===== src/rtl/objram_arbiter.sv =====
// objram_arbiter: sequences every access to the single-port 16x32 object RAM
// (stone/gold/diamond table) among the draw engine and the two rope players.
// Draw has fixed top priority; the two ropes share the rest round-robin.
// One access is issued per cycle at most. Reads return one cycle after the
// grant on the matching *_rvalid strobe.
//
// Optional feature macro: OBJRAM_LOCK_EN. When defined, a rope read granted
// with rX_lock=1 takes exclusive rope ownership until that rope's next write
// grant or until it drops rX_lock. This gives an atomic read-modify-write.
// Without the macro the lock inputs are ignored and no lock state exists.
//
// Ports:
//   clock, reset                  - rising-edge clock, synchronous active-high reset
//   draw_req/draw_addr            - draw engine read request
//   draw_rvalid                   - rdata valid for the draw engine
//   rN_req/rN_we/rN_addr/rN_wdata - rope N request (held until rN_gnt)
//   rN_lock                       - rope N exclusive-ownership request
//   rN_gnt                        - one-cycle grant pulse for rope N
//   rN_rvalid                     - rdata valid for rope N
//   rdata                         - shared read data (combinational copy of ram_q)
//   ram_addr/ram_wdata/ram_wren   - registered RAM controls
//   ram_q                         - RAM read port, one-cycle latency
module objram_arbiter #(
  parameter int unsigned ADDR_W = 4,
  parameter int unsigned DATA_W = 32
) (
  input  logic              clock,
  input  logic              reset,
  input  logic              draw_req,
  input  logic [ADDR_W-1:0] draw_addr,
  output logic              draw_rvalid,
  input  logic              r1_req,
  input  logic              r1_we,
  input  logic [ADDR_W-1:0] r1_addr,
  input  logic [DATA_W-1:0] r1_wdata,
  input  logic              r1_lock,
  output logic              r1_gnt,
  output logic              r1_rvalid,
  input  logic              r2_req,
  input  logic              r2_we,
  input  logic [ADDR_W-1:0] r2_addr,
  input  logic [DATA_W-1:0] r2_wdata,
  input  logic              r2_lock,
  output logic              r2_gnt,
  output logic              r2_rvalid,
  output logic [DATA_W-1:0] rdata,
  output logic [ADDR_W-1:0] ram_addr,
  output logic [DATA_W-1:0] ram_wdata,
  output logic              ram_wren,
  input  logic [DATA_W-1:0] ram_q
);

  localparam logic [0:0] IDLE  = 1'b0;
  localparam logic [0:0] GRANT = 1'b1;

  // Registered state
  logic [0:0]        state;
  logic              last_rope;   // 0 = rope 1 granted last, 1 = rope 2
  logic              iss_draw;    // draw read on the RAM this cycle
  logic              iss_rope;    // rope read on the RAM this cycle
  logic              iss_tag;     // owner of that rope read: 0 = r1, 1 = r2

  // Next-state values
  logic [0:0]        state_d;
  logic              last_rope_d;
  logic              iss_draw_d;
  logic              iss_rope_d;
  logic              iss_tag_d;
  logic              r1_gnt_d;
  logic              r2_gnt_d;
  logic              draw_rvalid_d;
  logic              r1_rvalid_d;
  logic              r2_rvalid_d;
  logic [ADDR_W-1:0] ram_addr_d;
  logic [DATA_W-1:0] ram_wdata_d;
  logic              ram_wren_d;

  // Arbitration terms
  logic              r1_elig;
  logic              r2_elig;
  logic              win_draw;
  logic              win_r1;
  logic              win_r2;

`ifdef OBJRAM_LOCK_EN
  logic              lock_valid;
  logic              lock_owner;  // 0 = r1, 1 = r2
  logic              lock_valid_d;
  logic              lock_owner_d;
  logic              owner_lock;
`else
  logic              unused_lock;
  assign unused_lock = r1_lock ^ r2_lock;
`endif

  // Read data is passed straight through; the rvalid strobes qualify it
  assign rdata = ram_q;

  // Arbitration, issue pipeline and next-state logic
  always_comb begin
    state_d       = IDLE;
    last_rope_d   = last_rope;
    iss_draw_d    = 1'b0;
    iss_rope_d    = 1'b0;
    iss_tag_d     = 1'b0;
    r1_gnt_d      = 1'b0;
    r2_gnt_d      = 1'b0;
    ram_addr_d    = ram_addr;
    ram_wdata_d   = ram_wdata;
    ram_wren_d    = 1'b0;

    // A rope holding req through its grant cycle must not be issued twice
    r1_elig = r1_req & ~r1_gnt;
    r2_elig = r2_req & ~r2_gnt;
`ifdef OBJRAM_LOCK_EN
    lock_valid_d = lock_valid;
    lock_owner_d = lock_owner;
    owner_lock   = lock_owner ? r2_lock : r1_lock;
    if (lock_valid) begin
      if (lock_owner) r1_elig = 1'b0;
      else            r2_elig = 1'b0;
    end
`endif

    // Draw always preempts; a tie between ropes goes to the one not granted last
    win_draw = draw_req;
    win_r1   = ~draw_req & r1_elig & (~r2_elig | last_rope);
    win_r2   = ~draw_req & r2_elig & (~r1_elig | ~last_rope);

    if (win_draw) begin
      state_d    = GRANT;
      ram_addr_d = draw_addr;
      iss_draw_d = 1'b1;
    end else if (win_r1) begin
      state_d     = GRANT;
      r1_gnt_d    = 1'b1;
      last_rope_d = 1'b0;
      ram_addr_d  = r1_addr;
      ram_wdata_d = r1_wdata;
      ram_wren_d  = r1_we;
      iss_rope_d  = ~r1_we;
      iss_tag_d   = 1'b0;
    end else if (win_r2) begin
      state_d     = GRANT;
      r2_gnt_d    = 1'b1;
      last_rope_d = 1'b1;
      ram_addr_d  = r2_addr;
      ram_wdata_d = r2_wdata;
      ram_wren_d  = r2_we;
      iss_rope_d  = ~r2_we;
      iss_tag_d   = 1'b1;
    end

    // Data for the access on the RAM this cycle comes back next cycle
    draw_rvalid_d = iss_draw;
    r1_rvalid_d   = iss_rope & ~iss_tag;
    r2_rvalid_d   = iss_rope & iss_tag;

`ifdef OBJRAM_LOCK_EN
    // Release on the owner's write grant or when it drops its lock request
    if (lock_valid) begin
      if (~owner_lock ||
          (win_r1 & r1_we & ~lock_owner) ||
          (win_r2 & r2_we & lock_owner)) begin
        lock_valid_d = 1'b0;
      end
    end
    // Acquire on a locked read grant
    if (win_r1 & ~r1_we & r1_lock) begin
      lock_valid_d = 1'b1;
      lock_owner_d = 1'b0;
    end else if (win_r2 & ~r2_we & r2_lock) begin
      lock_valid_d = 1'b1;
      lock_owner_d = 1'b1;
    end
`endif
  end

  // State and output registers
  always_ff @(posedge clock) begin
    if (reset) begin
      state       <= IDLE;
      last_rope   <= 1'b1;
      iss_draw    <= 1'b0;
      iss_rope    <= 1'b0;
      iss_tag     <= 1'b0;
      r1_gnt      <= 1'b0;
      r2_gnt      <= 1'b0;
      draw_rvalid <= 1'b0;
      r1_rvalid   <= 1'b0;
      r2_rvalid   <= 1'b0;
      ram_addr    <= '0;
      ram_wdata   <= '0;
      ram_wren    <= 1'b0;
`ifdef OBJRAM_LOCK_EN
      lock_valid  <= 1'b0;
      lock_owner  <= 1'b0;
`endif
    end else begin
      state       <= state_d;
      last_rope   <= last_rope_d;
      iss_draw    <= iss_draw_d;
      iss_rope    <= iss_rope_d;
      iss_tag     <= iss_tag_d;
      r1_gnt      <= r1_gnt_d;
      r2_gnt      <= r2_gnt_d;
      draw_rvalid <= draw_rvalid_d;
      r1_rvalid   <= r1_rvalid_d;
      r2_rvalid   <= r2_rvalid_d;
      ram_addr    <= ram_addr_d;
      ram_wdata   <= ram_wdata_d;
      ram_wren    <= ram_wren_d;
`ifdef OBJRAM_LOCK_EN
      lock_valid  <= lock_valid_d;
      lock_owner  <= lock_owner_d;
`endif
    end
  end

endmodule


===== config.mk =====
export PLATFORM = sky130hd
export DESIGN_NAME = objram_arbiter
export DESIGN_NICKNAME = d
export VERILOG_FILES = /design/src/rtl/objram_arbiter.sv
export SDC_FILE = /design/constraint.sdc
export NUM_CORES = 1
export LEC_CHECK = 0
export ABC_AREA = 1
export ABC_CLOCK_PERIOD_IN_PS = 1700
export CORE_MARGIN = 5
export CORE_UTILIZATION = 34
export DETAILED_ROUTE_END_ITERATION = 7
export GPL_ROUTABILITY_DRIVEN = 0
export PLACE_DENSITY_LB_ADDON = 0.12
export SLEW_MARGIN = 40
export SYNTH_ARGS = -nofsm -noshare
export SYNTH_HDL_FRONTEND = slang
export SYNTH_SLANG_ARGS = --single-unit
export TNS_END_PERCENT = 1

===== constraint.sdc =====
create_clock -name clock -period 1.7 [get_ports clock]
set_clock_uncertainty 0.1 [all_clocks]
set_input_delay 0.34 -clock clock [delete_from_list [all_inputs] [get_ports clock]]
set_output_delay 0.34 -clock clock [all_outputs]
set_load 0.01 [all_outputs]

======== After elaboration in Yosys (flattened, before gate mapping) ========
Index checks and enable logic that the tools add are counted.
storage, ports and cells
  bits of input ports ..................... 117
  output and inout bits ................... 74
  word-level logic and storage cells ...... 48
  bits in registers ....................... 45
cells by class
  mux-type cells .......................... 14
  reductions and logical operators ........ 5
  bitwise operators ....................... 18
operator list
  kind                 number
  32-bit two-way mux   2
  4-bit two-way mux    3
  1-bit two-way mux    9
  1-bit bitwise AND    8
  1-bit inverter       8
  3-bit nonzero test   1
  3-bit OR reduction   1
  1-bit bitwise OR     2
  2-bit AND reduction  1
  2-bit nonzero test   1
  2-bit OR reduction   1

======== Logic depth before layout (Yosys ltp) ========
Gate-level depths: netlist (run 1).
  depth after elaboration ................. 8
  mapped depth ............................ 10
  gate-level depth less buffers ........... 8

======== Worst setup path before layout (run 1) ========
Ideal clock, no wire load.
  path type ............................... reg2reg
  start ................................... register, netlist name iss_tag
  end ..................................... register ram_wdata[10]
  data required time ...................... 1.489 ns
  library setup time ...................... 0.111 ns
  path buffers ............................ 2
  clock period less this slack ............ 1.338 ns
  setup slack ............................. 0.362 ns
  stages on the path, launching flop included .. 9
  data arrival time ....................... 1.127 ns
  cells stage by stage .................... dfxtp_1 -> nor2_1 -> nand2_2 -> nand2_2 -> buf_6 -> buf_6 -> or2_0 -> nand3_1 -> inv_1
RTL lines
  element               line  RTL
  to (signal assigned)  211   ram_wdata <= ram_wdata_d;
  to (decl)             48    output logic [DATA_W-1:0] ram_wdata,

======== Worst setup path after layout (run 1) ========
  start ................................... register r1_gnt
  end ..................................... output r1_gnt
RTL lines
  element                 line  RTL
  from (decl)             37    output logic r1_gnt,
  from (signal assigned)  205   r1_gnt <= r1_gnt_d;
No word-level cell between the ends.

==> results of run 1 <==
[what timing repair did]
item,CTS,global route
gates resized for setup,1,7
pin swaps,0,0
setup endpoints to repair,1,18
[path summary, 6_finish.rpt]
check | endpoint | slack [ns] | startpoint | cells after the start
worst min-delay path | draw_rvalid | 0.31 | draw_rvalid_d | 2
worst min register to register | draw_rvalid | 0.31 | draw_rvalid_d | 2
worst max-delay path | r1_gnt | 0.04 | r1_gnt | 1
worst max register to register | ram_wdata[16] | 0.31 | r1_gnt | 9
[registers in the layout (all words and copies together) (netlist names)]
register,cells
draw_rvalid,1
r2_rvalid,1
last_rope,1
r1_gnt,1
r1_rvalid,1
iss_tag,1
ram_wren,1
ram_wdata,32
ram_addr,4
draw_rvalid_d,1
iss_rope,1
[tightest hold or removal path, delay by kind of cell (launching register included)]
kind	cells	cell delay (ns)
buffers and inverters	1	0.04
DFF	1	0.31
and+or+nand+nor	1	0.03
[metrics by stage]
stage	total power, W	hold slack [ns]
finish	0.00271	0.312
floorplan	0.00164	0.288
global route	0.00287	0.333
global placement	0.00203	0.293
detailed placement	0.00204	0.304
CTS	0.00276	0.317
[per-layer routing]
metal / track usage (%) / up-vias / wire [um]
li1: - / 1308 / -
met1: 17.9 / 1137 / 3020
met2: 28.2 / 104 / 3790
met3: 5.16 / 24 / 639
met4: 6.64 / 0 / 191
met5: 0 / - / 0
[area by class of cell]
type	count	area share, %
sequential	45	23.6
clock inverter	2	0.360
tap	99	3.24
clock buffer	6	2.16
inverter	55	5.40
multi-input combinational	214	27.5
timing repair buffer	142	37.7
[kinds of logic (layout without fill, tap and decap cells)]
| group | count (synthesis) | count (layout) | synth area share, % |
|---|---|---|---|
| AOI/OAI and AO/OA | 12 | 12 | 2.48 |
| DFF | 45 | 45 | 35.7 |
| buffers and inverters | 110 | 205 | 22.8 |
| and+or+nand+nor | 202 | 202 | 38.9 |
[power groups by stage]
| stage | Clock (W) | Combinational, W | Sequential [W] |
|---|---|---|---|
| 2_1_floorplan | 0 | 0.000399 | 0.00124 |
| 6_report | 0.000701 | 0.000832 | 0.00118 |
| 3_5_place_dp | 0 | 0.000832 | 0.00121 |
| 5_1_grt | 0.000766 | 0.000916 | 0.00119 |
| 4_1_cts | 0.000737 | 0.000837 | 0.00118 |
| 3_3_place_gp | 0 | 0.000825 | 0.00120 |
[cell usage in the layout (no fill, tap or decap)]
cell type	instances
nand2_4	1
buf_8	1
buf_4	11
clkinv_2	1
or2_2	6
nand2_1	50
clkdlybuf4s50_1	123
dlymetal6s2s_1	1
clkbuf_8	6
buf_12	4
or2_0	27
nand3_1	106
buf_6	2
o211ai_1	1
dfxtp_2	1
dfxtp_1	44
nor3_1	2
inv_2	1
nand2_2	2
clkinv_4	1
inv_1	54
o21ai_0	4
nor2_1	7
a21oi_1	7
nor2_2	1
==> flow_metrics.env, run 1 <==
export IMPL_die_area_mm2=0.00923
export IMPL_cts_tree="built"
export IMPL_start_kind="register"
export IMPL_critical_path_arrival_ns=1.22
export IMPL_cts_buffers_inserted=5
export IMPL_synth_top_area_share_pct=35.7
export IMPL_postLayoutCoreUtil_pct=52.8
export IMPL_fillers=750
export IMPL_io_buffers=124
export IMPL_path_delay_family="buffers and inverters"
export IMPL_cts_sinks=45
export IMPL_yosysWarnings=0
export IMPL_clock_fmax_ghz=0.604
export IMPL_powerDensity_mw_per_mm2=709
export IMPL_synthArstFlopShare_pct=0
export IMPL_ir_drop_mv=0.330
export IMPL_comb_power_share_pct=30.6
export IMPL_yosys_area_top_type="dfxtp_1"
export IMPL_totalWireLength_um=7640
export IMPL_tightest_slew_ns=0.265
export IMPL_max_slew_margin_pct=82.3
export IMPL_routed_via_density=4.57
export IMPL_clockBufferDepth=2
export IMPL_ios=191
export IMPL_initial_core_util_pct=34.7
export IMPL_final_area_mm2=0.00383
export IMPL_cp_slowest_cell="clkdlybuf4s50_1"
export IMPL_endpoint_kind="primary output"
export IMPL_outcome="finished, final reports clean"
export IMPL_synth_area_leaders="dfxtp_1 36%, nand3_1 21%, buf_4 9.8%"
export IMPL_seqPwrFrac_pct=43.5
export IMPL_postCtsHoldBufs=0
export IMPL_core_area_mm2=0.00725
export IMPL_drv_slew=0
export IMPL_ys_types=18
export IMPL_mappedNetlistNets=486
export IMPL_critPathRequiredTime_ns=1.26
export IMPL_rows=31
export IMPL_grt_overflow_total=0
export IMPL_place_area_mm2=0.00370
export IMPL_htreeDepth=2
export IMPL_p_int_w=0.00195
export IMPL_yosysMostFrequentCell="nand3_1"
export IMPL_timing_setup_tns_ns=0
export IMPL_final_nets=580
export IMPL_p_sw_w=0.000760
export IMPL_cpPeakStageDelay_ns=0.55
export IMPL_drc=0
export IMPL_netlist_instances=369
export IMPL_cp_cell_sequence="clkdlybuf4s50_1"
export IMPL_clkSlewWorstSetupHoldPaths_ns=0.08
export IMPL_ys_seq_elements=45
export IMPL_num_antenna_cells=0
export IMPL_clk_latency_ns=0.29
export IMPL_detailedPlace_worstSlack_ns=-0.247
export IMPL_syn_avg_cell_area_um2=6.83
export IMPL_ant_nets=0
export IMPL_layout_setup_ws_ns=0.0435
export IMPL_fp_dieW_um=96.1
export IMPL_path_class="reg -> out"
export IMPL_p_leak_nw=1.81
export IMPL_netSwitchingFraction_pct=28.0
export IMPL_dr_first_iter_drc_count=61
export IMPL_seq_area_um2=902
export IMPL_synth_edff_count=0
export IMPL_grt_pass1_wl_um=11600
export IMPL_syn_area_mm2=0.00252
export IMPL_dp_cells=555
export IMPL_grt_pass1_vias=2459
export IMPL_min_period_ns=1.66
export IMPL_postCtsSetupBuffers=0
export IMPL_yosys_top_cells_count="106 x nand3_1, 54 x inv_1, 51 x nand2_1"
export IMPL_grt_use_total_pct=16.1
export IMPL_path_buf_inv=1
export IMPL_wl_per_cell_um=13.6
export IMPL_ys_flop_type="dfxtp_1"
export IMPL_antenna_found_initial=0
export IMPL_setup_viol=0
export IMPL_area_growth_pct=51.8
export IMPL_grt_setup_unrepaired="true"
export IMPL_worstPathMaxFanout=3
export IMPL_finalNonFillerCells=563
export IMPL_root_buffer="clkbuf_8"
export IMPL_grt_max_degree=38
export IMPL_multi_input_area_mm2=0.00105
export IMPL_final_layout_size_suffix_gt1_share_pct=8.19
export IMPL_hpwlAfterDp_um=5700
export IMPL_period_share_pct=97.4
export IMPL_drv_cap=0
export IMPL_hold_violations=0
export IMPL_synth_seq_area_share_pct=35.7
export IMPL_hp_class="reg -> reg"
export IMPL_dr_pass1_iters=4
export IMPL_via_count=2573
export IMPL_power_frac_clock_pct=25.8
export IMPL_die_y_um=96.1
Note: power is estimated with default switching activity, not from simulation.
==> run 2: changes to the inputs <==
Settings changed: ABC_AREA 1 to unset, CORE_UTILIZATION 34 to 60, DONT_BUFFER_PORTS set to 1.
==> flow_metrics.env, run 2 <==
export IMPL_grt_pass1_vias=2318
export IMPL_reg2reg_depth=4
export IMPL_layout_commonest_cell="a221oi_1"
export IMPL_totalWireLength_um=7350
export IMPL_wl_per_cell_um=22.5
export IMPL_setup_viol=0
export IMPL_clkSlewWorstSetupHoldPaths_ns=0.08
export IMPL_critPathRequiredTime_ns=1.77
export IMPL_grt_use_total_pct=23.6
export IMPL_cp_cell_sequence="or3b_1 -> buf_12 -> a221oi_1 -> a221oi_1"
export IMPL_num_antenna_cells=0
export IMPL_postCtsSetupBuffers=0
export IMPL_die_area_mm2=0.00603
export IMPL_powerDensity_mw_per_mm2=852
export IMPL_ys_types=29
export IMPL_initial_core_util_pct=62.3
export IMPL_ios=191
export IMPL_timing_setup_tns_ns=0
export IMPL_grt_max_degree=48
export IMPL_max_slew_margin_pct=63.9
export IMPL_antenna_found_initial=0
export IMPL_r2r_end="ram_wdata[5]"
export IMPL_path_class="reg -> reg"
export IMPL_synth_edff_count=0
export IMPL_syn_avg_cell_area_um2=8.59
export IMPL_cpPeakStageDelay_ns=0.43
export IMPL_start_kind="register"
export IMPL_synth_top_area_share_pct=32.8
export IMPL_worstPathMaxFanout=34
export IMPL_synth_area_leaders="dfxtp_1 33%, a221oi_1 20%, and3b_1 11%"
export IMPL_core_area_mm2=0.00441
export IMPL_clk_latency_ns=0.29
export IMPL_synth_seq_area_share_pct=32.8
export IMPL_htreeDepth=2
export IMPL_hpwlAfterDp_um=4820
export IMPL_drv_slew=0
export IMPL_cts_buffers_inserted=5
export IMPL_worstReg2RegStart="iss_tag"
export IMPL_mappedNetlistNets=437
export IMPL_ir_drop_mv=0.523
export IMPL_cts_resized_gates=0
export IMPL_ff2ff_setup_slack_ns=0.08
export IMPL_yosysWarnings=0
export IMPL_hold_end="ram_wdata[21]"
export IMPL_final_layout_size_suffix_gt1_share_pct=11.7
export IMPL_final_cell_mix="58 x a221oi_1, 45 x dfxtp_1, 34 x inv_1"
export IMPL_grt_pass1_wl_um=11900
export IMPL_path_buf_inv=1
export IMPL_syn_area_mm2=0.00275
export IMPL_min_period_ns=1.62
export IMPL_finalNonFillerCells=326
export IMPL_yosysMostFrequentCell="a221oi_1"
export IMPL_yosys_area_top_type="dfxtp_1"
export IMPL_cp_slowest_cell="or3b_1"
export IMPL_synthArstFlopShare_pct=0
export IMPL_largest_reg_flops=32
export IMPL_path_delay_family="simple AND/OR/NAND/NOR gates"
export IMPL_hp_class="in -> reg"
export IMPL_hp_start="reset"
export IMPL_whs_ns=0.0123
export IMPL_area_growth_pct=-2.32
export IMPL_tightest_slew_ns=0.540
export IMPL_postCtsHoldBufs=0
export IMPL_outcome="finished, final reports clean"
export IMPL_min_path_cells=1
export IMPL_netlist_instances=320
export IMPL_ant_nets=0
export IMPL_postLayoutCoreUtil_pct=60.8
export IMPL_fp_dieW_um=77.7
export IMPL_drc=0
export IMPL_rows=24
export IMPL_critical_path_arrival_ns=1.69
export IMPL_via_count=2337
export IMPL_clock_fmax_ghz=0.617
export IMPL_period_share_pct=95.3
export IMPL_clockBufferDepth=2
export IMPL_dr_pass1_iters=4
export IMPL_grt_setup_unrepaired="true"
export IMPL_cts_sinks=45
export IMPL_yosys_top_cells_count="64 x a221oi_1, 45 x dfxtp_1, 34 x inv_1"
export IMPL_ys_seq_elements=45
export IMPL_power_w=0.00229
export IMPL_top_regs="ram_wdata x32, ram_addr x4"
export IMPL_io_buffers=0
export IMPL_routed_via_density=7.17
export IMPL_hold_violations=0
export IMPL_endpoint_kind="register"
export IMPL_root_buffer="clkbuf_8"
export IMPL_grt_overflow_total=0
export IMPL_die_y_um=77.7
export IMPL_dr_first_iter_drc_count=219
export IMPL_final_nets=391
export IMPL_p_leak_nw=1.03
export IMPL_regMostFlops="ram_wdata"
export IMPL_cts_tree="built"
export IMPL_cpMostUsedCell="a221oi_1"
export IMPL_ys_flop_type="dfxtp_1"
export IMPL_drv_cap=0
export IMPL_dp_cells=319
==> run 2: changes by cell type in the layout (fill, tap and decap cells not counted), sizes merged, moves of 6 or more <==
cell           delta
clkdlybuf4s50   -123
nand3           -106
a221oi           +64
nand2            -53
and3b            +33
or2              -33
o21ai            +28
inv              -21
nor2b             +9
nor2              -7
a21oi             -6
==> run 2: cells by family after synthesis <==
group / synth area share [%]
AO/OA/AOI/OAI: 31.9
buffers and inverters: 19.7
AND/OR/NAND/NOR: 15.7
flip-flops: 32.8
==> run 2: worst register-to-register path, cell delays in order (launching register included) <==
cell and delay, ns:
dfxtp_1 0.35, or3b_1 0.43, buf_12 0.20, a221oi_1 0.30
a221oi_1 0.12
==> run 2: area by class of cell <==
type                            instances  area, um2
Sequential cell                        45        901
Clock buffer                            7       86.3
Multi-Input combinational cell        170       1350
Fill cell                             413       1730
Inverter                               34        128
Timing Repair Buffer                   18        151
Tap cell                               52       65.1
==> run 2: power by group <==
| group | switching (W) | total, W | leakage, nW | internal, W |
|---|---|---|---|---|
| sequential | 0.0000901 | 0.00123 | 0.372 | 0.00114 |
| clock | 0.000345 | 0.000668 | 0.0443 | 0.000323 |
| combinational | 0.000208 | 0.000393 | 0.610 | 0.000185 |
| total | 0.000643 | 0.00229 | 1.03 | 0.00164 |
==> run 2: stage by stage <==
step	worst slack (ns)	area [um2]
after floorplan	0.104	2750
after global placement	0.127	2560
after detailed placement	0.0861	2560
after CTS	0.0728	2640
after global routing	-0.0236	2690
final	0.0794	2690
==> run 2: worst max-delay path by stage <==
stage	start	end	slack, ns	cells past startpoint
3_5_place_dp	iss_tag	ram_wdata[26]	0.09	4
2_1_floorplan	iss_tag	ram_wdata[25]	0.10	5
3_3_place_gp	iss_tag	ram_wdata[6]	0.13	4
6_report	iss_tag	ram_wdata[5]	0.08	4
5_1_grt	iss_tag	ram_wdata[10]	-0.02	5
4_1_cts	iss_tag	ram_wdata[26]	0.07	4
==> run 2: metal layers <==
| layer | global-route usage [%] | vias to the layer above | share of wire [%] |
|---|---|---|---|
| li1 | - | 1088 | - |
| met1 | 30.7 | 1112 | 41 |
| met4 | 8.25 | 0 | 2.4 |
| met5 | 0 | - | 0 |
| met2 | 36.6 | 115 | 47 |
| met3 | 7.41 | 22 | 9.7 |
==> run 3: changes to the inputs <==
Settings changed: CTS_CLUSTER_DIAMETER set to 150.
==> results of run 3 <==
Final layout, timing and power as in run 2 (identical DEF).
